==> config.mk <==
export PLATFORM = sky130hd
export DESIGN_NAME = matmul_result_collector
export DESIGN_NICKNAME = d
export VERILOG_FILES = /design/src/rtl/matmul_result_collector.sv
export SDC_FILE = /design/constraint.sdc
export NUM_CORES = 1
export LEC_CHECK = 0
export ABC_AREA = 1
export BUFFER_PORTS_ARGS = -buffer_cell sky130_fd_sc_hd__buf_4
export CAP_MARGIN = 25
export CORE_MARGIN = 3
export CORE_UTILIZATION = 40
export CTS_CLUSTER_DIAMETER = 200
export DETAILED_ROUTE_END_ITERATION = 16
export MAX_ROUTING_LAYER = met4
export PLACE_DENSITY = 0.73
export SETUP_SLACK_MARGIN = 0.5
export SYNTH_ARGS = -nofsm -noshare
export SYNTH_HDL_FRONTEND = slang
export SYNTH_SLANG_ARGS = --single-unit
==> constraint.sdc <==
create_clock -name clk -period 1.4 [get_ports clk]
set_input_delay 0.07 -clock clk [delete_from_list [all_inputs] [get_ports clk]]
set_output_delay 0.07 -clock clk [all_outputs]
set_load 0.005 [all_outputs]
==> src/rtl/matmul_result_collector.sv <==
// Collects N*N scalar products in row-major order into one packed matrix and
// hands it downstream with a valid/ready handshake; no input bypass while full.
module matmul_result_collector #(
  parameter int unsigned Nbits = 4,
  parameter int unsigned N     = 2
) (
  input  logic                       clk,
  input  logic                       reset,
  input  logic                       clear,
  input  logic                       in_valid,
  input  logic [2*Nbits-1:0]         in_data,
  output logic                       in_ready,
  output logic                       out_valid,
  input  logic                       out_ready,
  output logic [N*N*2*Nbits-1:0]     out_matrix,
  output logic [$clog2(N*N):0]       fill_count
);

  localparam int unsigned W     = 2 * Nbits;
  localparam int unsigned Elems = N * N;
  localparam int unsigned CntW  = $clog2(Elems) + 1;

  typedef enum logic {StCollect, StFull} state_e;

  state_e                  state_q, state_d;
  logic [CntW-1:0]         cnt_q, cnt_d;
  logic [Elems*W-1:0]      mat_q, mat_d;

  always_comb begin
    state_d = state_q;
    cnt_d   = cnt_q;
    mat_d   = mat_q;
    if (clear) begin
      state_d = StCollect;
      cnt_d   = '0;
      mat_d   = '0;
    end else begin
      unique case (state_q)
        StCollect: begin
          if (in_valid) begin
            for (int k = 0; k < Elems; k++) begin
              if (cnt_q == CntW'(k)) mat_d[k*W +: W] = in_data;
            end
            cnt_d = cnt_q + 1'b1;
            if (cnt_q == CntW'(Elems - 1)) state_d = StFull;
          end
        end
        StFull: begin
          // Handoff only; the buffer keeps its contents until overwritten.
          if (out_ready) begin
            state_d = StCollect;
            cnt_d   = '0;
          end
        end
        default: state_d = StCollect;
      endcase
    end
  end

  always_ff @(posedge clk or negedge reset) begin
    if (!reset) begin
      state_q <= StCollect;
      cnt_q   <= '0;
      mat_q   <= '0;
    end else begin
      state_q <= state_d;
      cnt_q   <= cnt_d;
      mat_q   <= mat_d;
    end
  end

  assign in_ready   = (state_q == StCollect);
  assign out_valid  = (state_q == StFull);
  assign out_matrix = mat_q;
  assign fill_count = cnt_q;

endmodule

==> results.json <==
{
  "path_delay_family": "flip-flops",
  "rows": 22,
  "endpoint": "out_matrix[24]$_DFFE_PN0P_",
  "netlist_area_mm2": 0.00165,
  "wl_per_cell_um": 13.3,
  "leakagePower_uw": 0.00140,
  "fp.dieW_um": 70.2,
  "via_per_inst": 4.90,
  "dr_total_vias": 1549,
  "cts.path.max_buffers": 2,
  "dieArea_mm2": 0.00493,
  "htree_num_levels": 2,
  "grt.total_usage_pct": 16.7,
  "final_cell_mix": "nand2_1, buf_4, dfrtp_1",
  "finalCriticalPeriod_ps": 1290,
  "synth_cells": 193,
  "cts_tree": "done",
  "synth_fp_nets": 211,
  "drc": 0,
  "critical_path.max_fanout": 8,
  "hold_path.class": "input port to flop",
  "outcome": "complete, no violations",
  "critPathLaunch": "fill_count[0]$_DFFE_PN0P_",
  "antenna_cells": 0,
  "cp.required_ps": 1620,
  "cp-start-kind": "flop",
  "drtIter0Drc": 113,
  "fill_cells": 330,
  "max_clock_freq_mhz": 774,
  "ir_drop_mv": 0.545,
  "end_kind": "flop",
  "tightest_slew_ps": 444,
  "crit_chain": "ha_4 -> ha_4 -> nand2_4 -> nor2_4 -> nor2_4 -> nand2_1 -> nand2_1",
  "reg2reg_to": "out_matrix[24]$_DFFE_PN0P_",
  "finalSetupViolCount": 0,
  "synth.avg_cell_area_um2": 8.55,
  "io_buffers": 49,
  "antenna_found_initial": 0,
  "start_util_pct": 43.1,
  "first_pass_iters": 4,
  "reg2reg_from": "fill_count[0]$_DFFE_PN0P_",
  "fin_skew_ps": 4.56,
  "cp_slowest_cell": "dfrtp_2",
  "worstSetupPathDepth": 7,
  "r2r_cells": 7,
  "rsz0062_at_grt": "yes",
  "seq_area_frac_synth_pct": 54.6,
  "fin_crit_sh_pct": 92.3,
  "critPathKind": "flop to flop",
  "critPathMaxStageDelay_ps": 460,
  "grt_pass1_vias": 1373,
  "layout-drive-gt1-share_pct": 41.4,
  "maxCapViolCount": 0,
  "tns_ps": 0,
  "cts_buffers": 5,
  "ys_ff_latch": 36,
  "r2r_slack_ps": 110,
  "syn_to_final_growth_pct": 54.4,
  "finalHoldViolations": 0,
  "cts_root_buf": "clkbuf_8",
  "cts.sinks": 36,
  "p_per_area_mw_per_mm2": 1100,
  "grt_max_degree": 37,
  "drtAntennaViolNets": 0,
  "final_common_cell": "nand2_1",
  "clk_latency_ps": 290,
  "core_area_mm2": 0.00383,
  "num_io_pins": 50,
  "yosysUniqueCellTypes": 15,
  "die_h_um": 70.2,
  "grt_first_pass_wirelength_mm": 6.38,
  "cp_num_buf_inv": 0,
  "gr-total-overflow": 0,
  "gp_congestion": 0.865,
  "maxSlewHeadroom_pct": 70.4,
  "routed_wl_mm": 4.19,
  "hpwlAfterDp_mm": 2.79,
  "cp.arrival_ps": 1520,
  "power_uw": 2810,
  "yosysWarnings": 0,
  "path_clk_slew_ps": 70,
  "finalNetCount": 285,
  "drv_slew": 0
}
==> final cells by class <==
class                           instances  area, µm²  share of cell area, %
Multi-Input combinational cell        142        836                   32.8
Timing Repair Buffer                   68        604                   23.7
Tap cell                               48       60.1                   2.36
Clock buffer                            8       90.1                   3.54
Inverter                               14       52.6                   2.06
Sequential cell                        36        905                   35.5
==> synthesized netlist by cell type <==
| cell type | n | area (µm²) |
|---|---|---|
| nand3_1 | 28 | 140 |
| ha_1 | 5 | 62.6 |
| nand2_1 | 85 | 319 |
| o21bai_4 | 1 | 18.8 |
| nor2_2 | 2 | 12.5 |
| inv_2 | 1 | 3.75 |
| buf_4 | 1 | 7.51 |
| buf_8 | 2 | 30.0 |
| inv_1 | 13 | 48.8 |
| nor2_1 | 11 | 41.3 |
| nand3b_1 | 1 | 7.51 |
| o21ai_0 | 1 | 5.00 |
| nand2_2 | 3 | 18.8 |
| dfrtp_1 | 36 | 901 |
| nand2_4 | 3 | 33.8 |
==> cells by family (layout without fill, tap and decap cells) <==
logic type / Yosys count / after routing / synth area share [%]
DFF: 36 / 36 / 54.6
adders and majority gates: 5 / 5 / 3.79
and+or+nand+nor: 133 / 135 / 34.7
buffers and inverters: 17 / 90 / 5.46
AOI/OAI and AO/OA: 2 / 2 / 1.44
==> through the flow <==
| stage | util, % | cells | hold WS, ps | cell area (µm²) | setup slack [ps] |
|---|---|---|---|---|---|
| global placement | 55.5 | 289 | 53.9 | 2120 | 122 |
| global route | 66.6 | 316 | 176 | 2550 | 32.6 |
| detailed placement | 55.5 | 289 | 51.9 | 2120 | 26.7 |
| CTS | 60.0 | 303 | 75.1 | 2300 | 96.3 |
| floorplan | - | 193 | -226 | 1700 | 143 |
| finish | 66.6 | 316 | 155 | 2550 | 107 |
==> worst min path at each step <==
stage                  start  depth (start not counted)  slack (ps)                          to
finish                 clear                          4         150   fill_count[1]$_DFFE_PN0P_
global route           clear                          4         180   fill_count[1]$_DFFE_PN0P_
CTS                 in_valid                          3          80         out_valid$_DFF_PN0_
detailed placement     reset                          1          50  out_matrix[28]$_DFFE_PN0P_
global placement       reset                          1          50  out_matrix[28]$_DFFE_PN0P_
floorplan              reset                          0        -230   fill_count[0]$_DFFE_PN0P_
==> registers in the layout, summed over array words and instances (netlist names) <==
register,cells
out_matrix,32
out_valid,1
fill_count,3
==> timing repair <==
| item | CTS | global route |
|---|---|---|
| endpoints found under the hold margin | 36 | 0 |
| setup endpoints to repair | 43 | 59 |
| hold buffers | 1 | 0 |
| gates resized for setup | 11 | 38 |
| pin swaps | 6 | 9 |
| gates cloned | 0 | 2 |
| buffers inserted | 5 | 11 |
==> where the power goes <==
group | internal [µW] | leakage (µW) | total (µW) | switching [µW]
Clock | 401 | 0.0000455 | 753 | 352
Sequential | 1160 | 0.000473 | 1260 | 95.4
Combinational | 414 | 0.000878 | 803 | 389
==> worst reg2reg max path, cell delays in order (launching register included) <==
cell and delay, ps:
dfrtp_2 460, ha_4 180, ha_4 160, nand2_4 70
nor2_4 50, nor2_4 160, nand2_1 90, nand2_1 60
==> routing by layer <==
layer	GRT usage (%)	vias up	part of all wire, %
li1	-	759	-
met1	20.3	731	41
met2	26.2	50	52
met3	3.74	9	4.8
met4	8.30	0	2.3
met5	-	-	0
(Power assumes the default switching activity.)
